===== config.mk =====
export PLATFORM = sky130hd
export DESIGN_NAME = cve2_multdiv_issue
export DESIGN_NICKNAME = d
export VERILOG_FILES = /design/src/rtl/cve2_multdiv_issue.sv
export SDC_FILE = /design/constraint.sdc
export NUM_CORES = 1
export LEC_CHECK = 0
export CORE_MARGIN = 4
export CORE_UTILIZATION = 35
export CTS_BUF_LIST = sky130_fd_sc_hd__clkbuf_2 sky130_fd_sc_hd__clkbuf_4 sky130_fd_sc_hd__clkbuf_8
export DETAILED_ROUTE_END_ITERATION = 6
export HOLD_SLACK_MARGIN = 0.03
export PLACE_DENSITY = 0.75
export SLEW_MARGIN = 20
export SYNTH_ARGS = -nofsm -noshare
export SYNTH_HDL_FRONTEND = slang
export SYNTH_SLANG_ARGS = --single-unit

===== constraint.sdc =====
create_clock -name clk_i -period 3.2 [get_ports clk_i]
set_clock_uncertainty 0.05 [all_clocks]
set_input_delay 0.64 -clock clk_i [delete_from_list [all_inputs] [get_ports clk_i]]
set_output_delay 0.64 -clock clk_i [all_outputs]
set_load 0.005 [all_outputs]

===== src/rtl/cve2_multdiv_issue.sv =====
// Issue side of the RV32M multiply/divide interface: latches one M-instruction, drives the
// multdiv unit, owns its intermediate registers and buffers the result toward writeback.
// Optional: define CVE2_MULDIV_DIVZERO_SHORTCUT_EN to answer divide-by-zero without issuing.
module cve2_multdiv_issue #(
  parameter int unsigned IMD_W = 34,
  parameter int unsigned RD_W  = 5
) (
  input  logic                  clk_i,
  input  logic                  rst_ni,

  input  logic                  req_valid_i,
  output logic                  req_ready_o,
  input  logic [2:0]            req_funct3_i,
  input  logic [31:0]           req_op_a_i,
  input  logic [31:0]           req_op_b_i,
  input  logic [RD_W-1:0]       req_rd_i,
  input  logic                  flush_i,

  output logic                  md_mult_en_o,
  output logic                  md_div_en_o,
  output logic                  md_mult_sel_o,
  output logic                  md_div_sel_o,
  output logic [1:0]            md_operator_o,
  output logic [1:0]            md_signed_mode_o,
  output logic [31:0]           md_op_a_o,
  output logic [31:0]           md_op_b_o,
  input  logic [2*IMD_W-1:0]    md_imd_val_d_i,
  input  logic [1:0]            md_imd_val_we_i,
  output logic [2*IMD_W-1:0]    md_imd_val_q_o,
  output logic                  md_ready_id_o,
  input  logic [31:0]           md_result_i,
  input  logic                  md_valid_i,

  output logic                  rsp_valid_o,
  input  logic                  rsp_ready_i,
  output logic [31:0]           rsp_result_o,
  output logic [RD_W-1:0]       rsp_rd_o,
  output logic                  busy_o
);

  typedef enum logic [1:0] {
    IDLE  = 2'd0,
    ISSUE = 2'd1,
    RESP  = 2'd2
  } state_e;

  state_e            state_q, state_d;
  logic [31:0]       op_a_q, op_b_q, result_q;
  logic [2:0]        funct3_q;
  logic [RD_W-1:0]   rd_q;
  logic              drop_q;
  logic [IMD_W-1:0]  imd0_q, imd1_q;
  logic              accept;
  logic              div_zero;

  assign accept = (state_q == IDLE) && req_valid_i;

`ifdef CVE2_MULDIV_DIVZERO_SHORTCUT_EN
  assign div_zero = req_funct3_i[2] && (req_op_b_i == 32'h0);
`else
  assign div_zero = 1'b0;
`endif

  // NOTE: sequential state is updated with non-blocking assignments so every register
  // samples the pre-edge values of its neighbours, independent of process ordering.
  always_ff @(posedge clk_i or negedge rst_ni) begin
    if (!rst_ni) begin
      state_q <= IDLE;
    end else begin
      state_q <= state_d;
    end
  end

  // NOTE: every signal written in an always_comb gets a default first, so no path can
  // leave it unassigned and infer a latch.
  always_comb begin
    state_d = state_q;
    unique case (state_q)
      IDLE: begin
        if (req_valid_i) begin
          state_d = div_zero ? RESP : ISSUE;
        end
      end
      ISSUE: begin
        if (md_valid_i) begin
          state_d = RESP;
        end
      end
      RESP: begin
        // A dropped result never handshakes; a flush here retires the visible response.
        if (drop_q || flush_i || rsp_ready_i) begin
          state_d = IDLE;
        end
      end
      default: state_d = IDLE;
    endcase
  end

  always_comb begin
    req_ready_o   = 1'b0;
    md_mult_en_o  = 1'b0;
    md_div_en_o   = 1'b0;
    md_mult_sel_o = 1'b0;
    md_div_sel_o  = 1'b0;
    md_ready_id_o = 1'b0;
    rsp_valid_o   = 1'b0;
    unique case (state_q)
      IDLE: req_ready_o = 1'b1;
      ISSUE: begin
        md_mult_sel_o = ~funct3_q[2];
        md_div_sel_o  = funct3_q[2];
        md_mult_en_o  = ~funct3_q[2];
        md_div_en_o   = funct3_q[2];
        md_ready_id_o = 1'b1;
      end
      RESP:    rsp_valid_o = ~drop_q;
      default: ;
    endcase
  end

  // Operator and signedness come from the latched funct3 so they stay stable while issued.
  always_comb begin
    md_operator_o    = 2'd0;
    md_signed_mode_o = 2'b00;
    unique case (funct3_q)
      3'b000: begin md_operator_o = 2'd0; md_signed_mode_o = 2'b00; end
      3'b001: begin md_operator_o = 2'd1; md_signed_mode_o = 2'b11; end
      3'b010: begin md_operator_o = 2'd1; md_signed_mode_o = 2'b01; end
      3'b011: begin md_operator_o = 2'd1; md_signed_mode_o = 2'b00; end
      3'b100: begin md_operator_o = 2'd2; md_signed_mode_o = 2'b11; end
      3'b101: begin md_operator_o = 2'd2; md_signed_mode_o = 2'b00; end
      3'b110: begin md_operator_o = 2'd3; md_signed_mode_o = 2'b11; end
      3'b111: begin md_operator_o = 2'd3; md_signed_mode_o = 2'b00; end
      default: ;
    endcase
  end

  always_ff @(posedge clk_i or negedge rst_ni) begin
    if (!rst_ni) begin
      op_a_q   <= 32'h0;
      op_b_q   <= 32'h0;
      funct3_q <= 3'b000;
      rd_q     <= '0;
      drop_q   <= 1'b0;
      result_q <= 32'h0;
    end else begin
      if (accept) begin
        op_a_q   <= req_op_a_i;
        op_b_q   <= req_op_b_i;
        funct3_q <= req_funct3_i;
        rd_q     <= req_rd_i;
        drop_q   <= 1'b0;
        if (div_zero) begin
          // funct3[1] distinguishes REM/REMU (return dividend) from DIV/DIVU (all ones).
          result_q <= req_funct3_i[1] ? req_op_a_i : 32'hFFFF_FFFF;
        end
      end
      if (state_q == ISSUE) begin
        if (flush_i) begin
          drop_q <= 1'b1;
        end
        if (md_valid_i) begin
          result_q <= md_result_i;
        end
      end
    end
  end

  // NOTE: the intermediate registers are real flops owned by this block, so they take the
  // asynchronous reset like any other state even though the multdiv unit rewrites them.
  always_ff @(posedge clk_i or negedge rst_ni) begin
    if (!rst_ni) begin
      imd0_q <= '0;
      imd1_q <= '0;
    end else begin
      if (md_imd_val_we_i[0]) begin
        imd0_q <= md_imd_val_d_i[2*IMD_W-1:IMD_W];
      end
      if (md_imd_val_we_i[1]) begin
        imd1_q <= md_imd_val_d_i[IMD_W-1:0];
      end
    end
  end

  assign md_imd_val_q_o = {imd0_q, imd1_q};
  assign md_op_a_o      = op_a_q;
  assign md_op_b_o      = op_b_q;
  assign rsp_result_o   = result_q;
  assign rsp_rd_o       = rd_q;
  assign busy_o         = (state_q != IDLE);

endmodule


* Word-level counts from Yosys, hierarchy flattened
Memories as Yosys holds them, arrays and structs flattened. Index checks and enable logic that the tools add are counted.
Storage, ports and cells: register bits after elaboration 175, ROM bits 32, input port bits 180, memories kept 1
Operators by class: eq/ne operators 5, mux-type cells 12, bitwise gates (word level) 2, reduce and logical (&&, ||, !) cells 7
Memory list:
- (name not given) | words 8, bits a word 4, rd ports 1, clocked after Yosys merged registers in 0, wr ports 0, line 125 | unique case (funct3_q)
Operators with widths (number):
- $mux W1 | 8
- $mux W2 | 3
- $ne A2 B2 Y1 const B | 3
- $pmux W2 S3 | 1
- $reduce_and A3 Y1 | 1
- $eq A2 B1 Y1 const B | 1
- $eq A2 B2 Y1 const B | 1
- $logic_not A2 Y1 | 1
- $logic_or A1 B1 Y1 | 2
- $not A1 Y1 | 2
- $reduce_and A2 Y1 | 1
- $reduce_bool A2 Y1 | 1
- $logic_and A1 B1 Y1 | 1

* Longest topological paths before layout
Gate-level depths: netlist of the first run.
word-level depth 5, mapped depth 5, gate-level depth less buffers 4

* Worst setup path after synthesis of the first run
Ideal clock, no wire load.
path kind register to output, start register state_q[1], end output port md_mult_sel_o, arrival 988 ps, slack 1522 ps, cell stages (with the launch flop) 4, cells stage by stage dfrtp_1 -> and2b_2 -> nor2b_1 -> buf_4
Between the ends: cells in the longest elaborated chain, start to end 2
RTL lines:
- start: declaration | line 47 | state_e state_q, state_d;
- start signal: assignment | line 70 | state_q <= state_d;
- $eq A2 B1 Y1
- $mux W1
- end: declaration | line 21 | output logic md_mult_sel_o,
Every way passes these cells.

* Final worst setup path of the first run
start register state_q[1], end output port md_mult_sel_o
Between the ends: cells in the longest elaborated chain, start to end 2
RTL lines:
- $eq A2 B1 Y1 | line 107 | unique case (state_q)
- $mux W1 | line 107
Every way passes these cells.

==> results of run 1 <==
## worst max-delay path: cells and delay by family (launching register included)
family                 cells  cell delay [ns]
buffers and inverters      1             0.55
AND/OR/NAND/NOR            2             0.54
flip-flops                 1             0.45
## cell type report
cell class | instances | share of cell area
sequential | 175 | 0.391
tap | 265 | 0.0296
clock buffer | 17 | 0.0209
inverter | 5 | 0.00168
timing repair buffer | 367 | 0.329
multi-input combinational | 194 | 0.212
clock inverter | 15 | 0.0148
## worst min path at each step
stage | to | slack (ns) | from | cells past startpoint
final | md_op_a_o[6]$_DFFE_PN0P_ | 0.1 | rst_ni | 1
after global routing | md_op_a_o[3]$_DFFE_PN0P_ | 0.10 | rst_ni | 1
after CTS | md_op_a_o[3]$_DFFE_PN0P_ | 0.09 | rst_ni | 1
after detailed placement | rsp_result_o[18]$_DFFE_PN0P_ | 0.43 | rsp_result_o[18]$_DFFE_PN0P_ | 1
after global placement | rsp_result_o[17]$_DFFE_PN0P_ | 0.43 | rsp_result_o[17]$_DFFE_PN0P_ | 1
after floorplan | drop_q$_DFF_PN0_ | 0.29 | rst_ni | 0
## logic make-up after synthesis
kind of cell,Yosys count
flip-flops,175
buffers and inverters,27
AND/OR/NAND/NOR,13
adder cells (fa/ha/maj),2
multiplexers,174
AO/OA/AOI/OAI,5
## cell usage in the layout (no fill, tap or decap), types with 2 or more instances in the layout
master and count:
inv_1 5, clkbuf_8 17, mux2_2 93, clkinv_2 2, inv_8 5, o21ai_0 2, a21oi_1 3, buf_12 2
mux2_4 76, nor2_1 3, ha_1 2, dfrtp_1 175, clkdlybuf4s50_1 359, mux2_1 4, buf_4 5, inv_6 5
## sequential cells by signal, summed over array words and instances, names as in the netlist
name / cells
drop_q: 1
funct3_q: 3
imd0_q: 34
imd1_q: 34
md_op_a_o: 32
md_op_b_o: 32
rsp_rd_o: 5
rsp_result_o: 32
state_q: 2
## routing by layer
layer / part of all wire / up-vias
li1: - / 2103
met2: 0.50 / 229
met3: 0.11 / 21
met5: 0.00056 / -
met4: 0.015 / 2
met1: 0.37 / 2335
## report_power, final
group	leakage, uW	switching [uW]	internal [uW]
Combinational	0.00250	766	1890
Sequential	0.00205	356	2780
Clock	0.000208	905	661
Total	0.00476	2030	5330
## through the flow
step / setup WS (ns) / cell area, um^2
after floorplan: 1.52 / 7030
after global placement: 0.773 / 10800
after detailed placement: 0.722 / 10800
after CTS: 0.463 / 11200
after global routing: 0.390 / 11200
final: 0.527 / 11200
==> flow_metrics.py, run 1 <==
metrics = {
    "final_layout": {
        "multi_input_area_um2": 2370,
        "nFillCells": 1566,
        "n_antenna_cell": 0,
        "syn2layout_area_growth_pct": 59.2,
        "fin_util": 0.571,
        "layout.area.seq_um2": 4380,
        "layout-drive-gt1-share": 0.276,
        "final_cells": 1038,
        "nNetsFinal": 942,
    },
    "synthesis": {
        "syn_inst": 396,
        "yosys-mux-area-fraction": 0.319,
        "synth_xor_area_frac": 0,
        "synthFlopType": "dfrtp_1",
        "async_flop_share": 1.00,
        "syn-cell-area_um2": 7030,
        "synthAdderAreaFrac": 0.00356,
        "yosys_warnings": 0,
        "yosysMostFrequentCell": "dfrtp_1",
        "synth.distinct_cells": 26,
        "yosys.area_share.simple": 0.0116,
        "synth_top_area_frac": 0.623,
        "synth_nets": 578,
        "synth_edf_count": 0,
        "synth_top_cells_by_count": "dfrtp_1, mux2_2, mux2_4, buf_12, buf_2",
        "synth_seq_cells": 175,
        "avgSynthCellArea_um2": 17.7,
        "synthTopCellsByArea": "dfrtp_1, mux2_4, mux2_2, buf_12, mux2_1",
        "synth_top_family_by_area": "multiplexers",
        "synth_compound_area_frac": 0.00356,
        "synth_seq_area_share": 0.623,
        "yosys.area.top_type": "dfrtp_1",
    },
    "worst_setup_path": {
        "r2r_end": "md_op_b_o[13]$_DFFE_PN0P_",
        "slowest_stage": "clkdlybuf4s50_1",
        "timing.critical_path.arrival_ns": 1.98,
        "worstPathCellList": "and2b_2 > nor2b_1 > clkdlybuf4s50_1",
        "reg2reg_depth": 4,
        "endpoint": "md_mult_sel_o",
        "crit_start": "state_q[1]$_DFFE_PN0P_",
        "crit_path_start_kind": "flop",
        "crit_path_end_kind": "output port",
        "reg2reg_slack_ns": 1.17,
        "reg2reg_from": "state_q[1]$_DFFE_PN0P_",
        "path_class": "reg -> out",
        "cp_max_fo": 5,
        "max_stage_delay_ns": 0.55,
        "critPathRequiredTime_ns": 2.51,
    },
    "routing": {
        "totalWireLength_um": 19800,
        "avgRoutedWirePerCell_um": 19.1,
        "drtIter0Drc": 82,
        "viasPerCell": 4.52,
        "remaining_drc_errors": 0,
        "num_vias": 4690,
        "drtPass1Iterations": 4,
        "drtAntennaViolNets": 0,
    },
    "timing": {
        "relSlewSlack": 0.623,
        "slew_viol_final": 0,
        "timing.final.crit_period_ns": 2.67,
        "period_share": 0.835,
        "hold_ws_ns": 0.0989,
        "rsz0062_at_grt": "false",
        "final-setup-viol-count": 0,
        "clock.fmax_mhz": 374,
        "hold_viol_final": 0,
        "setup_tns_ns": 0,
        "worstMarginPinSlew_ns": 0.566,
    },
    "clocking": {
        "clk_latency_ns": 0.44,
        "cts_tree": "done",
        "cts_inserted_buffers": 17,
        "cts_setup_buffers": 0,
        "cts_sinks": 175,
        "cts_buffer_depth": 2,
        "ctsHtreeMaxLevel": 4,
        "cts_hold_buf": 0,
        "post_cts_resized": 0,
        "clkTransAtPathRegs_ns": 0.11,
        "cts_root_buf": "clkbuf_8",
    },
    "run_status": {
        "status": "complete, no violations",
    },
    "global_routing": {
        "grtUsageMet1": 0.193,
        "first_global_vias": 5249,
        "grt_pass1_wl_um": 29800,
        "grt_max_degree": 82,
        "overflow": 0,
        "grt_busiest_layer": "met2",
        "antenna_found_initial": 1,
        "use_met3": 0.0815,
        "grt_use_total": 0.173,
        "use_met2": 0.297,
    },
    "power": {
        "vdd_drop_max_mv": 0.316,
        "p_leak_uw": 0.00476,
        "p_per_area_nw_per_um2": 657,
        "p_total_uw": 7350,
    },
    "placed_design": {
        "dp.cells": 1006,
        "finalWeightedCongestion": 0.799,
        "port_buffers": 360,
        "dp_hpwl_um": 15200,
    },
    "floorplanning": {
        "die_h_um": 150,
        "rows": 51,
        "coreArea_um2": 19600,
        "initial_utilization": 0.359,
        "die_x_um": 150,
        "dieArea_um2": 22400,
        "io_pins": 361,
    },
    "job": {
        "drv_cap": 0,
    },
    "worst_hold_path": {
        "hp-class": "in -> async",
    },
}
No activity file was read; power rests on OpenSTA's default activity.
==> run 2, diff against run 1 <==
- PLACE_DENSITY: 0.75 -> 0.78
- clock period: 3.2 -> 2.4 ns (I/O delays scaled with it)
==> run 2 against run 1 <==
  * Clock power increased by 25%
  * Non-clock buffer count increased by 10
  * Combinational power increased by 35%
  * Hold slack improved by 0.36 ns
  * Largest cell class unchanged
  * Highest routed layer is now met4
==> flow_metrics.py, run 2 (same netlist as run 1, synthesis figures left out) <==
metrics = {
    "power": {
        "seqPwrFrac": 0.430,
        "p_per_area_nw_per_um2": 857,
        "vdd_drop_max_mv": 0.483,
        "p_leak_uw": 0.00488,
        "p_comb_frac": 0.368,
        "switching_share": 0.272,
        "cellInternalPower_uw": 7070,
        "power_switching_uw": 2640,
        "clkPwrFrac": 0.202,
    },
    "routing": {
        "avgRoutedWirePerCell_um": 18.6,
        "drtPass1Iterations": 4,
        "dr.max_layer_used": "met4",
        "wl_met1_um": 7120,
        "remaining_drc_errors": 0,
        "wl_met3_um": 1840,
        "num_vias": 4744,
        "viasPerCell": 4.53,
        "totalWireLength_um": 19500,
        "wl_met2_um": 9990,
        "drtAntennaViolNets": 0,
        "drtIter0Drc": 95,
    },
    "placed_design": {
        "finalWeightedCongestion": 0.746,
        "port_buffers": 360,
        "dp.cells": 1010,
        "place_ws_ns": 0.437,
        "dp_hpwl_um": 15100,
    },
    "final_layout": {
        "n_antenna_cell": 0,
        "top_regs": "imd0_q x34, imd1_q x34",
        "layout-drive-gt1-share": 0.286,
        "mostFrequentLayoutCell": "clkdlybuf4s50_1",
        "final_cells": 1048,
        "final_cell_mix": "clkdlybuf4s50_1, dfrtp_1, mux2_2",
        "syn2layout_area_growth_pct": 61.2,
        "nNetsFinal": 952,
    },
    "floorplanning": {
        "die_x_um": 150,
        "rows": 51,
        "coreArea_um2": 19600,
        "die_h_um": 150,
        "initial_utilization": 0.359,
        "dieArea_um2": 22400,
        "io_pins": 361,
    },
    "timing": {
        "clock.fmax_mhz": 438,
        "hold_ws_ns": 0.454,
        "final-setup-viol-count": 0,
        "rsz0062_at_grt": "false",
        "relSlewSlack": 0.667,
        "hold_viol_final": 0,
        "setup_tns_ns": 0,
        "period_share": 0.951,
        "worstMarginPinSlew_ns": 0.499,
        "setup_ws_ns": 0.117,
        "timing.final.crit_period_ns": 2.28,
        "slew_viol_final": 0,
    },
    "worst_hold_path": {
        "hp-class": "reg -> reg",
        "min_to": "rsp_result_o[12]$_DFFE_PN0P_",
        "min-delay-start": "rsp_result_o[12]$_DFFE_PN0P_",
        "hold_path_depth": 1,
    },
    "clocking": {
        "clkTransAtPathRegs_ns": 0.10,
        "cts_root_buf": "clkbuf_8",
        "cts_tree": "done",
        "clk_latency_ns": 0.44,
        "cts_sinks": 175,
        "ctsHtreeMaxLevel": 4,
        "cts_buffer_depth": 2,
        "cts_inserted_buffers": 17,
    },
    "global_routing": {
        "first_global_vias": 5371,
        "overflow": 0,
        "grt_max_degree": 47,
        "antenna_found_initial": 0,
        "grt_pass1_wl_um": 29400,
        "grt_use_total": 0.170,
    },
    "worst_setup_path": {
        "r2r_end": "rsp_result_o[8]$_DFFE_PN0P_",
        "reg2reg_slack_ns": 0.55,
        "path_class": "reg -> out",
        "crit_path_end_kind": "output port",
        "crit_start": "funct3_q[0]$_DFFE_PN0P_",
        "crit_path_start_kind": "flop",
        "reg2reg_from": "state_q[0]$_DFFE_PN0P_",
        "timing.critical_path.arrival_ns": 1.75,
        "cp_max_fo": 3,
        "critPathRequiredTime_ns": 1.87,
        "reg2reg_depth": 4,
    },
    "job": {
        "drv_cap": 0,
    },
    "run_status": {
        "status": "complete, no violations",
    },
}
## run 2: final cells by class
| cell class | count | area [um^2] |
|---|---|---|
| Fill cell | 1595 | 8260 |
| Sequential cell | 175 | 4380 |
| Timing Repair Buffer | 377 | 3830 |
| Multi-Input combinational cell | 194 | 2380 |
| Tap cell | 265 | 332 |
| Clock buffer | 19 | 255 |
| Clock inverter | 13 | 125 |
| Inverter | 5 | 18.8 |
## run 2: critical path: stages (launching register included)
cell	delay, ns
dfrtp_1	0.41
ha_1	0.20
mux2_2	0.25
clkdlybuf4s50_1	0.45
## run 2: power groups by stage
stage / clock network (uW) / registers, uW / logic [uW]
finish: 1970 / 4170 / 3570
global route: 2190 / 4270 / 3790
CTS: 2050 / 4180 / 3630
detailed placement: 0 / 4200 / 3590
global placement: 0 / 4200 / 3520
floorplan: 0 / 4220 / 1330
## run 2: how the worst max path moves through the flow
stage,cells past startpoint,slack [ns],to
after detailed placement,4,0.44,md_op_b_o[5]$_DFFE_PN0P_
after floorplan,3,0.88,md_mult_sel_o
final,3,0.12,md_signed_mode_o[1]
after global routing,4,0.02,md_signed_mode_o[1]
after global placement,4,0.46,md_op_b_o[19]$_DFFE_PN0P_
after CTS,5,0.002,md_signed_mode_o[0]
## run 2: metal layers
layer	up-vias	global-route usage
li1	2124	-
met1	2361	0.185
met2	226	0.302
met3	33	0.0633
met4	0	0.0631
met5	-	0
## run 2: stage by stage
stage	power, uW	util	cell area [um^2]
after floorplan	5550	-	7030
after global placement	7720	0.555	10900
after detailed placement	7800	0.555	10900
after CTS	9850	0.576	11300
after global routing	10300	0.578	11300
final	9710	0.578	11300
## run 2: timing repair
item                                    CTS  global route
buffers inserted                          3             2
resized for setup                         2             7
endpoints found under the hold margin    39             0
hold buffers                              1             0
endpoints found under the setup margin    5             7
